**src/rtl/conv_controller_tiled.sv**
```systemverilog
// Tiled convolution loop controller.
// Walks oy, ox, output-channel tile, ci, ky, kx. It issues one MAC step for
// each accepted operand pair. When a window is complete it presents OUT_PAR
// results and waits for the output writer to accept them.
module conv_controller_tiled #(
    parameter int FEATURE_MAP_WIDTH  = 16,
    parameter int FEATURE_MAP_HEIGHT = 16,
    parameter int INPUT_NB_CHANNELS  = 4,
    parameter int OUTPUT_NB_CHANNELS = 8,
    parameter int KERNEL_SIZE        = 3,
    parameter int STRIDE             = 1,
    parameter int PAD                = 1,
    parameter int OUT_PAR            = 2
) (
    input  logic               clk,
    input  logic               arst_n_in,
    input  logic               start,
    output logic               running,
    input  logic               a_valid,
    output logic               a_ready,
    input  logic               b_valid,
    output logic               b_ready,
    output logic signed [31:0] in_x,
    output logic signed [31:0] in_y,
    output logic [31:0]        inch_out,
    output logic [31:0]        ky_out,
    output logic [31:0]        kx_out,
    output logic [31:0]        ch_out_base,
    output logic               pad_step,
    output logic               mac_valid,
    output logic               mac_accumulate_with_0,
    output logic               output_valid,
    input  logic               output_ready,
    output logic [31:0]        output_x,
    output logic [31:0]        output_y,
    output logic [31:0]        output_ch,
    output logic               fsm_done
);

    // Loop bounds as 32-bit constants so all index arithmetic stays 32 bits wide.
    localparam logic [31:0]        K_U   = 32'(KERNEL_SIZE);
    localparam logic [31:0]        S_U   = 32'(STRIDE);
    localparam logic [31:0]        CI_U  = 32'(INPUT_NB_CHANNELS);
    localparam logic [31:0]        CO_U  = 32'(OUTPUT_NB_CHANNELS);
    localparam logic [31:0]        PAR_U = 32'(OUT_PAR);
    localparam logic [31:0]        OW_U  =
        32'((FEATURE_MAP_WIDTH + 2 * PAD - KERNEL_SIZE) / STRIDE + 1);
    localparam logic [31:0]        OH_U  =
        32'((FEATURE_MAP_HEIGHT + 2 * PAD - KERNEL_SIZE) / STRIDE + 1);
    localparam logic signed [31:0] P_S   = 32'(PAD);
    localparam logic signed [31:0] W_S   = 32'(FEATURE_MAP_WIDTH);
    localparam logic signed [31:0] H_S   = 32'(FEATURE_MAP_HEIGHT);

    typedef enum logic [1:0] {
        IDLE     = 2'd0,
        RUN      = 2'd1,
        WAIT_OUT = 2'd2
    } state_t;

    state_t      state_q, state_d;
    logic [31:0] oy_q, oy_d;
    logic [31:0] ox_q, ox_d;
    logic [31:0] cot_q, cot_d;
    logic [31:0] ci_q, ci_d;
    logic [31:0] ky_q, ky_d;
    logic [31:0] kx_q, kx_d;
    logic [31:0] out_x_q, out_x_d;
    logic [31:0] out_y_q, out_y_d;
    logic [31:0] out_ch_q, out_ch_d;

    logic signed [31:0] in_x_s;
    logic signed [31:0] in_y_s;
    logic               pad_raw;
    logic               in_run;
    logic               fire;
    logic               kx_last;
    logic               ky_last;
    logic               ci_last;
    logic               cot_last;
    logic               ox_last;
    logic               oy_last;
    logic               window_last;
    logic               final_out;

    // Input coordinate of the current step. It goes negative inside the top/left padding.
    assign in_x_s  = signed'(ox_q * S_U + kx_q) - P_S;
    assign in_y_s  = signed'(oy_q * S_U + ky_q) - P_S;
    assign pad_raw = (in_x_s < 0) || (in_x_s >= W_S) || (in_y_s < 0) || (in_y_s >= H_S);
    assign in_run  = (state_q == RUN);

    // A padded step needs no activation, so it only waits for the weights.
    assign fire = in_run && b_valid && (a_valid || pad_raw);

    assign kx_last     = (kx_q == K_U - 32'd1);
    assign ky_last     = (ky_q == K_U - 32'd1);
    assign ci_last     = (ci_q == CI_U - 32'd1);
    assign cot_last    = (cot_q == CO_U - PAR_U);
    assign ox_last     = (ox_q == OW_U - 32'd1);
    assign oy_last     = (oy_q == OH_U - 32'd1);
    assign window_last = kx_last && ky_last && ci_last;

    // The output being offered is the last of the layer when its registered coordinate is final.
    assign final_out = (out_y_q == OH_U - 32'd1) && (out_x_q == OW_U - 32'd1) &&
                       (out_ch_q == CO_U - PAR_U);

    // Plain index outputs. pad_step is only meaningful while stepping, so it is masked outside RUN.
    assign running     = (state_q != IDLE);
    assign in_x        = in_x_s;
    assign in_y        = in_y_s;
    assign inch_out    = ci_q;
    assign ky_out      = ky_q;
    assign kx_out      = kx_q;
    assign ch_out_base = cot_q;
    assign pad_step    = in_run && pad_raw;
    assign output_x    = out_x_q;
    assign output_y    = out_y_q;
    assign output_ch   = out_ch_q;

    // State, loop counters and captured output coordinate; cleared asynchronously.
    always_ff @(posedge clk or negedge arst_n_in) begin
        if (!arst_n_in) begin
            state_q  <= IDLE;
            oy_q     <= '0;
            ox_q     <= '0;
            cot_q    <= '0;
            ci_q     <= '0;
            ky_q     <= '0;
            kx_q     <= '0;
            out_x_q  <= '0;
            out_y_q  <= '0;
            out_ch_q <= '0;
        end else begin
            state_q  <= state_d;
            oy_q     <= oy_d;
            ox_q     <= ox_d;
            cot_q    <= cot_d;
            ci_q     <= ci_d;
            ky_q     <= ky_d;
            kx_q     <= kx_d;
            out_x_q  <= out_x_d;
            out_y_q  <= out_y_d;
            out_ch_q <= out_ch_d;
        end
    end

    // Next-state, handshakes and the nested counter carry chain.
    always_comb begin
        state_d               = state_q;
        oy_d                  = oy_q;
        ox_d                  = ox_q;
        cot_d                 = cot_q;
        ci_d                  = ci_q;
        ky_d                  = ky_q;
        kx_d                  = kx_q;
        out_x_d               = out_x_q;
        out_y_d               = out_y_q;
        out_ch_d              = out_ch_q;
        a_ready               = 1'b0;
        b_ready               = 1'b0;
        mac_valid             = 1'b0;
        mac_accumulate_with_0 = 1'b0;
        output_valid          = 1'b0;
        fsm_done              = 1'b0;

        unique case (state_q)
            IDLE: begin
                oy_d  = '0;
                ox_d  = '0;
                cot_d = '0;
                ci_d  = '0;
                ky_d  = '0;
                kx_d  = '0;
                if (start) begin
                    state_d = RUN;
                end
            end

            RUN: begin
                // Each ready depends only on the partner's valid. A valid never depends on a ready.
                b_ready               = a_valid || pad_raw;
                a_ready               = b_valid && !pad_raw;
                mac_valid             = fire;
                mac_accumulate_with_0 = fire && (ci_q == '0) && (ky_q == '0) && (kx_q == '0);

                if (fire) begin
                    if (!kx_last) begin
                        kx_d = kx_q + 32'd1;
                    end else begin
                        kx_d = '0;
                        if (!ky_last) begin
                            ky_d = ky_q + 32'd1;
                        end else begin
                            ky_d = '0;
                            if (!ci_last) begin
                                ci_d = ci_q + 32'd1;
                            end else begin
                                ci_d = '0;
                                if (!cot_last) begin
                                    cot_d = cot_q + PAR_U;
                                end else begin
                                    cot_d = '0;
                                    if (!ox_last) begin
                                        ox_d = ox_q + 32'd1;
                                    end else begin
                                        ox_d = '0;
                                        oy_d = oy_last ? 32'd0 : oy_q + 32'd1;
                                    end
                                end
                            end
                        end
                    end

                    // The window closes on this step. Latch its coordinate before the counters move on.
                    if (window_last) begin
                        out_x_d  = ox_q;
                        out_y_d  = oy_q;
                        out_ch_d = cot_q;
                        state_d  = WAIT_OUT;
                    end
                end
            end

            WAIT_OUT: begin
                // This state covers the one cycle of MAC latency. It also holds the result under backpressure.
                output_valid = 1'b1;
                if (output_ready) begin
                    if (final_out) begin
                        fsm_done = 1'b1;
                        state_d  = IDLE;
                    end else begin
                        state_d  = RUN;
                    end
                end
            end

            default: begin
                state_d = IDLE;
            end
        endcase
    end

endmodule

```
**config.mk**
```make
export PLATFORM = sky130hd
export DESIGN_NAME = conv_controller_tiled
export DESIGN_NICKNAME = d
export VERILOG_FILES = /design/src/rtl/conv_controller_tiled.sv
export SDC_FILE = /design/constraint.sdc
export NUM_CORES = 1
export LEC_CHECK = 0
export ABC_AREA = 1
export CELL_PAD_IN_SITES_DETAIL_PLACEMENT = 1
export CELL_PAD_IN_SITES_GLOBAL_PLACEMENT = 1
export CORE_UTILIZATION = 37
export DETAILED_ROUTE_END_ITERATION = 6
export GPL_TIMING_DRIVEN = 0
export PLACE_DENSITY_LB_ADDON = 0.1
export SETUP_SLACK_MARGIN = 0.4
export SLEW_MARGIN = 5
export SYNTH_ARGS = -nofsm -noshare
export SYNTH_HDL_FRONTEND = slang
export SYNTH_SLANG_ARGS = --single-unit
```
**constraint.sdc**
```tcl
create_clock -name clk -period 9 [get_ports clk]
set_input_delay 1.35 -clock clk [delete_from_list [all_inputs] [get_ports clk]]
set_output_delay 1.35 -clock clk [all_outputs]
set_load 0.02 [all_outputs]
```
==> results of run 1 <==
-- sequential cells by signal, indices dropped and copies added (netlist names) --
name and cells:
output_x 32, output_ch 31, kx_out 32, ch_out_base 31, oy_q 32, output_y 32, ky_out 32, ox_q 32
state_q 2, inch_out 32
-- logic make-up (layout without fill, tap and decap cells) --
group / count (synthesis) / count (layout) / share of synthesized area
AOI/OAI and AO/OA: 337 / 337 / 0.0750
xor gates and xnor gates: 153 / 153 / 0.0577
adders and majority gates: 135 / 135 / 0.0734
buffers and inverters: 671 / 1039 / 0.116
DFF: 288 / 288 / 0.310
other: 1 / 3 / 0.000161
and+or+nand+nor: 1942 / 1942 / 0.368
-- power breakdown --
group	switching, mW	internal [mW]
combinational	3.01	1.59
clock	0.648	0.989
sequential	0.0494	1.33
-- through the flow --
stage	cell area [sq um]	total power, mW	util	hold slack, ps
3_3_place_gp	27300	5.96	0.441	480
6_report	28700	7.61	0.463	500
2_1_floorplan	23200	3.92	-	464
4_1_cts	28700	7.66	0.463	502
5_1_grt	28700	8.06	0.463	522
3_5_place_dp	27300	5.99	0.442	486
-- cells in the final DEF, fill, tap and decap left out, drive strengths merged, types with 82 or more instances in the layout --
cell and n:
o21ai 267, nand3 146, dfrtp 288, xor2 139
inv 580, nand4 110, nor3 119, or2 84
clkbuf 82, ha 133, nor2 295, clkdlybuf4s50 298
nor4 90, nand2 1060
-- metal layers --
| layer | track usage | vias to the layer above |
|---|---|---|
| met1 | 0.412 | 12000 |
| met4 | 0.105 | 2 |
| met5 | 0 | - |
| met3 | 0.0304 | 150 |
| li1 | - | 11900 |
| met2 | 0.500 | 557 |
-- final timing paths --
check	startpoint	endpoint	slack (ps)	cells after the start
worst max register to register	ox_q[3]$_DFFE_PN0P_	ox_q[26]$_DFFE_PN0P_	3610	23
min in group asynchronous	arst_n_in	ky_out[16]$_DFFE_PN0P_	780	1
worst min-delay path	ox_q[12]$_DFFE_PN0P_	ox_q[12]$_DFFE_PN0P_	500	2
worst max-delay path	ox_q[3]$_DFFE_PN0P_	mac_valid	2100	20
worst min register to register	ox_q[12]$_DFFE_PN0P_	ox_q[12]$_DFFE_PN0P_	500	2
max in group asynchronous	arst_n_in	ox_q[19]$_DFFE_PN0P_	7190	2
-- area by class of cell --
cell class | instances | area (sq um)
well taps | 837 | 1050
multi-input cells | 2569 | 13300
clock inverters | 19 | 250
fillers | 8116 | 33200
plain buffers | 89 | 502
diodes | 1 | 2.50
flip-flops and latches | 288 | 7210
clock buffers | 48 | 1070
repair buffers | 301 | 3050
inverters | 582 | 2180
-- worst max-delay path: stages, from the launching register on --
cell and delay (ps):
dfrtp_1 350, clkinv_1 340, ha_1 440, inv_1 40, ha_1 270, buf_2 160, inv_1 60, nand2_1 80
nand3_1 130, nand2_1 130, nand2_1 80, nand2_1 130, xnor2_1 480, nand3_1 340, nor2_1 170, nand3_1 90
nor2_1 470, nand4_1 200, nand2_2 250, inv_2 140, clkdlybuf4s50_1 560
==> metrics, run 1 <==
status complete, no violations; Post-CTS Hold Fix Bufs 0; met3 routed WL 3.86 mm; worst path required time 7650 ps; clock-pin slew on the worst setup and hold paths 70 ps; Post-DRT Antenna Nets 0; Top FF cell, synth dfrtp_1; Place WS 2720 ps; CTS tree yes; average instance area after synthesis 6.59 sq um; Top Metal Used met5; TNS Setup 0 ps; routed via count 24700; number of CTS-inserted buffers 38; Die ar. 63800 sq um; PwrDens 266 nW/um^2; Clock Root Buffer clkbuf_16; most frequent cell after synthesis nand2_1; leakage power 13.4 nW; final setup fails 0; vias in the first global route 24500; Synth area leaders dfrtp_1 (31%), nand2_1 (17%), inv_1 (9.3%); Clock Latency Late Sink 580 ps; setup bufs post-CTS 0; area of the core 61800 sq um; Seq/Total Area, Yosys 0.310; worst-path fanout max 8; Met2 Routed Length 45.6 mm; IO buf count 299; post-synth top area cell dfrtp_1; CTS Sinks 288; worst rel slew slack 0.106; WL final 97.5 mm; wire length on met1 44.6 mm; Critical Path Sink Type primary output; # H-tree levels 2; Final GP Congestion 0.957; Via density 5.21; die height 253 um; critical path class flop to primary output; drt wl/cell 20.6 um; layout cell share with drive strength beyond 1 0.0570; final clock skew 35.9 ps; EDFF count, synth 0; synthesis-to-finish area growth 23.4%; non-filler cells, final 4734; dpl cells 4666; Worst Tran Pin Value 1340 ps; largest net degree at the start of global routing 111; Final nets 4010; first drt pass iteration count 5; initial antenna violation count 1; critical path launch point type flop; Worst Path Arrival 5550 ps; drt drc 0; I/O Pins 302; final hold vios 0; Clock Tree Buf Depth 3; Hold Path Class flop to flop; total gr overflow 0; row count 91; post-synthesis register bit count 288; Slew Limit Fails 0; Synth Instances 3527; setup ws final 2100 ps; Yosys warnings 0; RSZ-0062 raised after global routing false; Total GRT Usage 0.303; Max Cap Viol 0; share of the synthesized area in the top cell type 0.310; Initial Util 0.376; Worst VDD drop 397 uV; top cells by count, synth nand2_1 (1053), inv_1 (575), nor2_1 (291); Peak Freq 145 MHz; first-pass GRT wire length 148 mm; Iter 0 DRT Violations 1515; count of cell types in the netlist 48; Synth async-reset ratio 1.00; HPWL after detailed placement 78.9 mm; post-CTS resize count 0; Synth Cell Area 23200 sq um; fin crit period 6900 ps; die width 253 um; Final Cycle Share 0.766
No activity file was read; power rests on OpenSTA's default activity.
==> run 2, diff against run 1 <==
==> constraint.sdc (replaced) <==
create_clock -name clk -period 6.5 [get_ports clk]
set_input_delay 0.975 -clock clk [delete_from_list [all_inputs] [get_ports clk]]
set_output_delay 0.975 -clock clk [all_outputs]
set_load 0.02 [all_outputs]
==> run 2 against run 1 <==
Against the previous run: critical endpoint is now b_ready; flip-flop and latch count is the same; first-iteration DRC count grew 1.2%; setup slack lost 1700 ps; clock power grew 38%.
==> metrics, run 2 (same netlist as run 1, synthesis figures left out) <==
status complete, no violations; CP max-delay cell nor2_1; final setup fails 0 (unchanged); combinational power share 0.606 (+0.002); synthesis-to-finish area growth 23.6%; Worst VDD drop 550 uV (+39%); critical path launch point type flop; Final GP Congestion 0.957 (unchanged); Worst Path Arrival 5080 ps (-470 ps); Max Cap Viol 0 (unchanged); Place WS 590 ps (-2130 ps); I/O Pins 302 (unchanged); Final Cycle Share 0.931; number of CTS-inserted buffers 38 (unchanged); initial antenna violation count 2 (+1); total gr overflow 0 (unchanged); final hold vios 0 (unchanged); row count 91 (unchanged); worst path required time 5520 ps (-2130 ps); most common cell after layout, fill and taps aside nand2_1; multi-input logic area 13400 sq um (+0.40%); worst-path fanout max 11 (+3); Clock Latency Late Sink 580 ps (about the same); Clock Root Buffer clkbuf_16; first-pass GRT wire length 148 mm (about the same); RSZ-0062 raised after global routing true; Via density 5.20 (-0.12%); die width 253 um (unchanged); Clock power frac 0.214 (about the same); vias in the first global route 24500 (+0.069%); most frequent cells in the layout nand2_1 (1053), inv_1 (573), clkdlybuf4s50_1 (297), nor2_1 (287), dfrtp_1 (287); NetSw 5.17 mW (+40%); clock-pin slew on the worst setup and hold paths 60 ps (about the same); Hold Path Class primary input to asynchronous set/reset pin; Util after Layout 0.465 (+0.00107); area of the core 61800 sq um (unchanged); WL final 97.6 mm (about the same); Initial Util 0.376 (unchanged); HPWL after detailed placement 78.9 mm (unchanged); worst rel slew slack 0.0885 (-0.0170); fillcell total 8111 (-0.062%); Critical Path Sink Type primary output; Clock Tree Buf Depth 3 (unchanged); crit-path max cell delay 790 ps (+230 ps); first drt pass iteration count 5 (unchanged); fin crit period 6050 ps; Final nets 4010 (unchanged); Total GRT Usage 0.303 (about the same); leakage power 13.4 nW (+0.19%); setup ws final 446 ps (-1660 ps); IO buf count 299 (unchanged); CP Buf/Inv Count 6 (unchanged); drt wl/cell 20.6 um (about the same); Slew Limit Fails 0 (unchanged); Iter 0 DRT Violations 1533 (+1.2%); # H-tree levels 2 (unchanged); drt drc 0 (unchanged); CTS tree yes; die height 253 um (unchanged); layout cell share with drive strength beyond 1 0.0603 (+0.00334); Int Pwr 5.43 mW (+39%); Die ar. 63800 sq um (unchanged); final clock skew 33.6 ps (-2.26 ps); crit path cell chain inv_1 > nor2_1 > inv_1 > clkbuf_1 > clkbuf_1 > clkbuf_1 > a21oi_1 > clkdlybuf4s50_1; Flop pwr share 0.180 (about the same); Worst Tran Pin Value 1370 ps (+25.6 ps); most used cell, CP clkbuf_1; routed via count 24600 (-0.12%); register cell area after layout 7210 sq um (about the same); CTS Sinks 288 (unchanged); Peak Freq 165 MHz; PwrDens 369 nW/um^2 (+39%); Sw Ratio 0.488 (+0.00111); critical path class flop to primary output; family with the most delay on the worst path buffers and inverters; largest net degree at the start of global routing 111 (unchanged); Post-DRT Antenna Nets 0 (unchanged)
-- run 2: power groups by stage --
stage / sequential (mW) / combinational [mW] / clock, mW
after CTS: 1.90 / 6.44 / 2.31
final: 1.91 / 6.43 / 2.27
after global routing: 1.91 / 6.95 / 2.37
after detailed placement: 1.93 / 6.36 / 0
after global placement: 1.94 / 6.31 / 0
after floorplan: 1.96 / 3.47 / 0
-- run 2: final timing paths --
kind	startpoint	end	slack, ps	cells past startpoint
min reg2reg	ox_q[12]$_DFFE_PN0P_	ox_q[12]$_DFFE_PN0P_	500	2
min in group clk	ox_q[12]$_DFFE_PN0P_	ox_q[12]$_DFFE_PN0P_	500	2
max	state_q[0]$_DFFE_PN0P_	b_ready	450	8
max reg2reg	ox_q[12]$_DFFE_PN0P_	ox_q[26]$_DFFE_PN0P_	1750	22
max in group asynchronous	arst_n_in	ox_q[19]$_DFFE_PN0P_	5040	2
min	arst_n_in	ky_out[16]$_DFFE_PN0P_	400	1
-- run 2: repair_timing --
action	in CTS	in global routing
hold buffers	0	0
buffers inserted	0	0
resized for setup	8	10
endpoints found under the setup margin	5	4
-- run 2: final cells by class --
type,count,area share
repair buffers,301,0.106
clock buffers,48,0.0373
inverters,582,0.0764
diodes,1,0.0000871
clock inverters,19,0.00871
plain buffers,89,0.0175
flip-flops and latches,288,0.251
well taps,837,0.0365
multi-input cells,2569,0.466
-- run 2: per-layer routing --
metal  routed length (um)  up-vias  GRT usage
met5                   22        -          0
met4                 3460        4      0.105
met3                 4120      154     0.0304
met2                45600      594      0.501
met1                44300    12000      0.412
li1                     -    11900          -
-- run 2: worst reg2reg max path: cells and delay by family (launching register included) --
family	cells	cell delay, ps
fa+ha+maj	2	820
flops	1	350
xor+xnor	1	330
buf+inv	5	860
simple gates	12	2010
compound gates	2	260
-- run 2: stage by stage --
| step | power, mW | hold slack, ps | instances | TNS (ps) | instance area [sq um] |
|---|---|---|---|---|---|
| floorplan | 5.43 | 464 | 3528 | 0 | 23200 |
| global placement | 8.25 | 480 | 4664 | -2617970 | 27300 |
| detailed placement | 8.29 | 486 | 4666 | 0 | 27300 |
| CTS | 10.7 | 408 | 4733 | 0 | 28700 |
| global route | 11.2 | 444 | 4733 | 0 | 28700 |
| finish | 10.6 | 405 | 4734 | 0 | 28700 |
